`config.mk`:
```
export PLATFORM = sky130hd
export DESIGN_NAME = bus_slot_arbiter
export DESIGN_NICKNAME = d
export VERILOG_FILES = /design/src/rtl/bus_slot_arbiter_pkg.sv /design/src/rtl/bus_slot_arbiter_timer.sv /design/src/rtl/bus_slot_arbiter.sv
export SDC_FILE = /design/constraint.sdc
export NUM_CORES = 1
export LEC_CHECK = 0
export ABC_AREA = 1
export CORE_UTILIZATION = 35
export CTS_CLUSTER_DIAMETER = 150
export CTS_CLUSTER_SIZE = 16
export DETAILED_ROUTE_END_ITERATION = 10
export PLACE_DENSITY_LB_ADDON = 0.12
export SETUP_SLACK_MARGIN = 0.1
export SLEW_MARGIN = 20
export SYNTH_ARGS = -nofsm -noshare
export SYNTH_HDL_FRONTEND = slang
export SYNTH_HIERARCHICAL = 1
export SYNTH_SLANG_ARGS = --single-unit
```
`constraint.sdc`:
```
create_clock -name clock_i -period 1.97 [get_ports clock_i]
set_input_delay 0.394 -clock clock_i [delete_from_list [all_inputs] [get_ports clock_i]]
set_output_delay 0.394 -clock clock_i [all_outputs]
set_load 0.02 [all_outputs]
```
`src/rtl/bus_slot_arbiter_pkg.sv`:
```
// Shared widths and DMA state encoding for the PET bus slot arbiter.
package bus_slot_arbiter_pkg;

    localparam int DATA_WIDTH     = 8;
    localparam int CPU_ADDR_WIDTH = 16;
    localparam int RAM_ADDR_WIDTH = 17;

    typedef logic [2:0] dma_state_t;

    localparam dma_state_t ST_IDLE   = 3'd0;
    localparam dma_state_t ST_ADDR   = 3'd1;
    localparam dma_state_t ST_STROBE = 3'd2;
    localparam dma_state_t ST_ACK    = 3'd3;
    localparam dma_state_t ST_HOLD   = 3'd4;

endpackage

```
`src/rtl/bus_slot_arbiter_timer.sv`:
```
// Slot counter for one CPU cycle, with registered PHI2 / bus-enable decode.
module bus_slot_arbiter_timer #(
    parameter int CYCLE_LEN  = 64,
    parameter int PHI2_START = 32,
    parameter int BE_ON      = 30,
    parameter int CW         = $clog2(CYCLE_LEN)
) (
    input  logic          clock_i,
    input  logic          reset_n_i,
    input  logic          cpu_en_i,
    input  logic          dma_go,
    output logic [CW-1:0] count_next,
    output logic          zero_next,
    output logic          cpu_clock_o,
    output logic          cpu_be_o
);

    localparam logic [CW-1:0] LAST = CW'(CYCLE_LEN - 1);
    localparam logic [CW-1:0] PHI2 = CW'(PHI2_START);
    localparam logic [CW-1:0] BE   = CW'(BE_ON);

    logic [CW-1:0] count;
    logic          cycle_en;
    logic          cycle_en_next;
    logic          advance;

    // The counter parks at 0 while the CPU is disabled, but a DMA accepted
    // there still runs a full (CPU-less) cycle.
    always_comb begin
        advance       = (count != '0) || cpu_en_i || dma_go;
        count_next    = count;
        cycle_en_next = cycle_en;
        if (advance) begin
            count_next = (count == LAST) ? '0 : count + 1'b1;
        end
        if (count == '0 && advance) begin
            cycle_en_next = cpu_en_i;
        end
        zero_next = (count_next == '0);
    end

    always_ff @(posedge clock_i or negedge reset_n_i) begin
        if (!reset_n_i) begin
            count       <= '0;
            cycle_en    <= 1'b0;
            cpu_clock_o <= 1'b0;
            cpu_be_o    <= 1'b0;
        end else begin
            count       <= count_next;
            cycle_en    <= cycle_en_next;
            cpu_clock_o <= cycle_en_next && (count_next >= PHI2);
            cpu_be_o    <= cycle_en_next && (count_next >= BE);
        end
    end

endmodule

```
`src/rtl/bus_slot_arbiter.sv`:
```
// Shares the PET system bus between the 6502 and a Wishbone DMA master,
// one DMA RAM transfer per CPU cycle in the window before PHI2.
module bus_slot_arbiter
    import bus_slot_arbiter_pkg::*;
#(
    parameter int CYCLE_LEN    = 64,
    parameter int PHI2_START   = 32,
    parameter int STROBE_START = 4,
    parameter int STROBE_END   = 23,
    parameter int BE_ON        = 30
) (
    input  logic                      clock_i,
    input  logic                      reset_n_i,
    input  logic                      cpu_en_i,
    input  logic                      wb_cyc_i,
    input  logic                      wb_stb_i,
    input  logic                      wb_we_i,
    input  logic [RAM_ADDR_WIDTH-1:0] wb_addr_i,
    input  logic [DATA_WIDTH-1:0]     wb_dat_i,
    output logic [DATA_WIDTH-1:0]     wb_dat_o,
    output logic                      wb_ack_o,
    output logic                      wb_stall_o,
    input  logic [DATA_WIDTH-1:0]     bus_data_i,
    output logic                      cpu_clock_o,
    output logic                      cpu_be_o,
    output logic [CPU_ADDR_WIDTH-1:0] bus_addr_o,
    output logic                      ram_a16_o,
    output logic                      bus_addr_oe_o,
    output logic [DATA_WIDTH-1:0]     bus_data_o,
    output logic                      bus_data_oe_o,
    output logic                      bus_we_n_o,
    output logic                      bus_we_n_oe_o,
    output logic                      ram_oe_n_o,
    output logic                      ram_we_n_o
);

    localparam int CW = $clog2(CYCLE_LEN);
    localparam logic [CW-1:0] C_STROBE  = CW'(STROBE_START);
    localparam logic [CW-1:0] C_ACK     = CW'(STROBE_END + 1);
    localparam logic [CW-1:0] C_RELEASE = CW'(STROBE_END + 4);

    logic [CW-1:0]             count_next;
    logic                      zero_next;
    logic                      accept;
    dma_state_t                state;
    dma_state_t                state_next;
    logic                      req_we;
    logic                      we_next;
    logic [RAM_ADDR_WIDTH-1:0] req_addr;
    logic [RAM_ADDR_WIDTH-1:0] addr_next;
    logic [DATA_WIDTH-1:0]     req_data;
    logic [DATA_WIDTH-1:0]     data_next;
    logic                      busy;
    logic                      strobe;

    bus_slot_arbiter_timer #(
        .CYCLE_LEN (CYCLE_LEN),
        .PHI2_START(PHI2_START),
        .BE_ON     (BE_ON)
    ) slot_timer (
        .clock_i    (clock_i),
        .reset_n_i  (reset_n_i),
        .cpu_en_i   (cpu_en_i),
        .dma_go     (accept),
        .count_next (count_next),
        .zero_next  (zero_next),
        .cpu_clock_o(cpu_clock_o),
        .cpu_be_o   (cpu_be_o)
    );

    // wb_stall_o is only low at count 0 in IDLE, so accept implies both.
    always_comb begin
        accept     = wb_cyc_i && wb_stb_i && !wb_stall_o;
        we_next    = accept ? wb_we_i   : req_we;
        addr_next  = accept ? wb_addr_i : req_addr;
        data_next  = accept ? wb_dat_i  : req_data;
        state_next = state;
        case (state)
            ST_IDLE:   if (accept) state_next = ST_ADDR;
            ST_ADDR:   if (!wb_cyc_i) state_next = ST_IDLE;
                       else if (count_next == C_STROBE) state_next = ST_STROBE;
            ST_STROBE: if (!wb_cyc_i) state_next = ST_IDLE;
                       else if (count_next == C_ACK) state_next = ST_ACK;
            ST_ACK:    state_next = ST_HOLD;
            ST_HOLD:   if (count_next == C_RELEASE) state_next = ST_IDLE;
            default:   state_next = ST_IDLE;
        endcase
        busy   = (state_next != ST_IDLE);
        strobe = (state_next == ST_STROBE);
    end

    always_ff @(posedge clock_i or negedge reset_n_i) begin
        if (!reset_n_i) begin
            state         <= ST_IDLE;
            req_we        <= 1'b0;
            req_addr      <= '0;
            req_data      <= '0;
            wb_ack_o      <= 1'b0;
            wb_stall_o    <= 1'b1;
            wb_dat_o      <= '0;
            bus_addr_o    <= '0;
            ram_a16_o     <= 1'b0;
            bus_addr_oe_o <= 1'b0;
            bus_data_o    <= '0;
            bus_data_oe_o <= 1'b0;
            bus_we_n_o    <= 1'b1;
            bus_we_n_oe_o <= 1'b0;
            ram_oe_n_o    <= 1'b1;
            ram_we_n_o    <= 1'b1;
        end else begin
            state         <= state_next;
            req_we        <= we_next;
            req_addr      <= addr_next;
            req_data      <= data_next;
            wb_ack_o      <= (state_next == ST_ACK);
            wb_stall_o    <= !(zero_next && state_next == ST_IDLE);
            // Read data is taken on the last strobe count, as the RAM is still driving.
            if (state == ST_STROBE && state_next == ST_ACK && !req_we) begin
                wb_dat_o <= bus_data_i;
            end
            bus_addr_o    <= busy ? addr_next[CPU_ADDR_WIDTH-1:0] : '0;
            ram_a16_o     <= busy && addr_next[RAM_ADDR_WIDTH-1];
            bus_addr_oe_o <= busy;
            bus_data_o    <= (busy && we_next) ? data_next : '0;
            bus_data_oe_o <= busy && we_next;
            bus_we_n_o    <= !(busy && we_next);
            bus_we_n_oe_o <= busy;
            ram_oe_n_o    <= !(strobe && !we_next);
            ram_we_n_o    <= !(strobe && we_next);
        end
    end

endmodule
```
==> impl_metrics.tcl <==
set metrics [dict create \
    status "complete, but fails checks" \
    failed_checks "DRC, setup timing" \
    clk-insertion-delay-late_ns 0.34 \
    worstPathMaxFanout 9 \
    synth_top_area_frac 0.576 \
    root_buffer "clkbuf_8" \
    grt_pass1_wl_um 12000 \
    clockBufferDepth 2 \
    worst_hold_path_type "in2async" \
    multi_input_area_mm2 0.00113 \
    io_buffers 81 \
    yosysWarnings 6 \
    p_leak_nw 2.37 \
    powerDensity_mw_per_mm2 1170 \
    cts.sinks 78 \
    overflow 0 \
    drive_gt1_frac 0.338 \
    wirelength_um 7080 \
    ys_types 34 \
    yosys.area.top_type "dfrtp_1" \
    grt_max_degree 40 \
    ir_drop_mv 0.443 \
    antenna_found_initial 0 \
    timing.final.crit_share 1.12 \
    final_area_mm2 0.00481 \
    fin_tns_setup_ns -6.75 \
    syn_avg_cell_area_um2 10.2 \
    detailed_place_hpwl_um 4840 \
    timing_hold_violations_final 0 \
    cp_slowest_cell "dfrtp_1" \
    clkTransAtPathRegs_ns 0.08 \
    cp-start-kind "register" \
    cp-end-kind "register" \
    yosys_register_bits 78 \
    tightest_slew_ns 0.354 \
    htree_levels 3 \
    globalplace.congestion 0.862 \
    pin_count 82 \
    crit_buf_inv 2 \
    netlist_instances 314 \
    nFillCells 781 \
    setup-violations-final 39 \
    cp.arrival_ns 2.43 \
    path_delay_family "simple AND/OR/NAND/NOR gates" \
    antenna_cells 0 \
    layout_min_cycle_time_ns 2.20 \
    start_util 0.365 \
    wl_per_cell_um 12.8 \
    max_stage_delay_ns 0.44 \
    vias 2500 \
    synth_area_leaders "dfrtp_1, inv_1, or2_2" \
    final_util 0.547 \
    fp.dieH_um 97.8 \
    cts-buffers-inserted 9 \
    fin_nets 483 \
    placed_area_mm2 0.00441 \
    synth_seq_area_share 0.609 \
    maxCapViolations 0 \
    drc_errors 20 \
    crit_type "reg2reg" \
    slew_violations 0 \
    clock.fmax_mhz 455 \
    first_pass_iters 7 \
    syn_to_final_growth_pct 49.8 \
    layout_setup_ws_ns -0.229 \
    vias_per_cell 4.50 \
    rsz0062_at_grt "yes" \
    coreArea_mm2 0.00881 \
    die_area_mm2 0.00957 \
    syn_nets 355 \
    drtIter0Drc 150 \
    ant_nets 0 \
    worstPathRequired_ns 2.20 \
    cts_tree "built" \
    syn_area_mm2 0.00321 \
    clock_skew_ns 0.0108 \
    die_w_um 97.8 \
    rows 34 \
    crit_top_cell "nand2_4" \
    slew-limit-headroom 0.762 \
    cp_cell_sequence "inv_2, ha_4, nand2_2, nor2_4, nand4_1, nand2_4, nand2_1, nand3b_1, a21oi_4, nand2_4, nor2_8, buf_12, nor2_1" \
    track_usage 0.163 \
    grt_pass1_vias 2498 \
    seq_area_mm2 0.00196 \
]
## where the power goes
part           internal, W  switching, W
clock network     0.000475      0.000624
registers          0.00200      0.000192
logic              0.00117       0.00117
## registers in the layout, summed over array words and instances, names as in the netlist, 3 cells and up
| signal | flops |
|---|---|
| state | 3 |
| req_addr | 17 |
| wb_dat_o | 8 |
| slot_timer/count | 6 |
| bus_addr_o | 16 |
| bus_data_o | 8 |
| req_data | 8 |
## cells by family (layout without fill, tap and decap cells)
kind of cell,Yosys count,count (layout),synth area share
flops,78,78,0.609
compound gates,29,29,0.0541
buf+inv,59,192,0.0767
xor+xnor,2,2,0.00545
simple gates,144,144,0.247
fa+ha+maj,2,2,0.00779
## final timing paths
path	start	endpoint	slack [ns]	cells after the start
max	slot_timer/count[0]	bus_addr_o[0]	-0.23	13
min	reset_n_i	req_data[2]	0.48	2
max reg2reg	slot_timer/count[0]	bus_addr_o[0]	-0.23	13
min reg2reg	wb_dat_o[3]	wb_dat_o[3]	0.48	2
max in group asynchronous	reset_n_i	ram_we_n_o	0.88	3
min in group clock_i	wb_dat_o[3]	wb_dat_o[3]	0.48	2
## Yosys cell counts, drive strengths merged
cell	instances
dfrtp	74
inv	50
nand2	45
nor2	43
o21ai	27
or2	25
nand3	19
nand4	9
buf	4
dfstp	4
clkinv	3
clkbuf	2
ha	2
nor3	2
xor2	2
a21oi	1
nand3b	1
o21bai	1
## metrics by stage
| step | worst slack, ns | hold slack, ns | power [W] | cells |
|---|---|---|---|---|
| finish | -0.229 | 0.475 | 0.00563 | 555 |
| floorplan | -0.138 | 0.0984 | 0.00344 | 314 |
| global placement | -0.456 | 0.301 | 0.00425 | 528 |
| CTS | -0.175 | 0.477 | 0.00554 | 552 |
| detailed placement | -0.516 | 0.303 | 0.00428 | 528 |
| global route | -0.343 | 0.480 | 0.00609 | 555 |
## cell type report
cell class | instances | area share
Multi-Input combinational cell | 177 | 0.235
Clock buffer | 9 | 0.0257
Tap cell | 108 | 0.0281
Sequential cell | 78 | 0.407
Clock inverter | 7 | 0.0120
Inverter | 53 | 0.0421
Timing Repair Buffer | 123 | 0.251
## layer usage
layer	vias up	part of all wire	GRT usage
met1	1197	0.46	0.220
met4	0	0.013	0.0618
met5	-	0	0
met2	75	0.46	0.244
li1	1222	-	-
met3	6	0.070	0.0523
## repair_timing
| item | in CTS | in global routing |
|---|---|---|
| pin swaps | 1 | 3 |
| endpoints found under the setup margin | 45 | 53 |
| setup buffers | 6 | 3 |
| hold buffers | 1 | 0 |
| endpoints found under the hold margin | 18 | 0 |
| gates cloned | 1 | 0 |
| resized for setup | 20 | 12 |
## cell usage in the layout, fill, tap and decap left out, drive strengths merged
| cell type | count |
|---|---|
| buf | 42 |
| dlygate4sd2 | 3 |
| dfstp | 4 |
| clkinv | 4 |
| dfrtp | 74 |
| dlymetal6s2s | 1 |
| dlygate4sd3 | 1 |
| nand3 | 19 |
| nand3b | 1 |
| clkbuf | 9 |
| nand2 | 45 |
| inv | 54 |
| nand4 | 9 |
| o21ai | 27 |
| o21bai | 1 |
| or2 | 25 |
| xor2 | 2 |
| clkinvlp | 2 |
| a21oi | 1 |
| clkdlybuf4s50 | 76 |
| ha | 2 |
| nor3 | 2 |
| nor2 | 43 |
No activity file was read; power rests on OpenSTA's default activity.
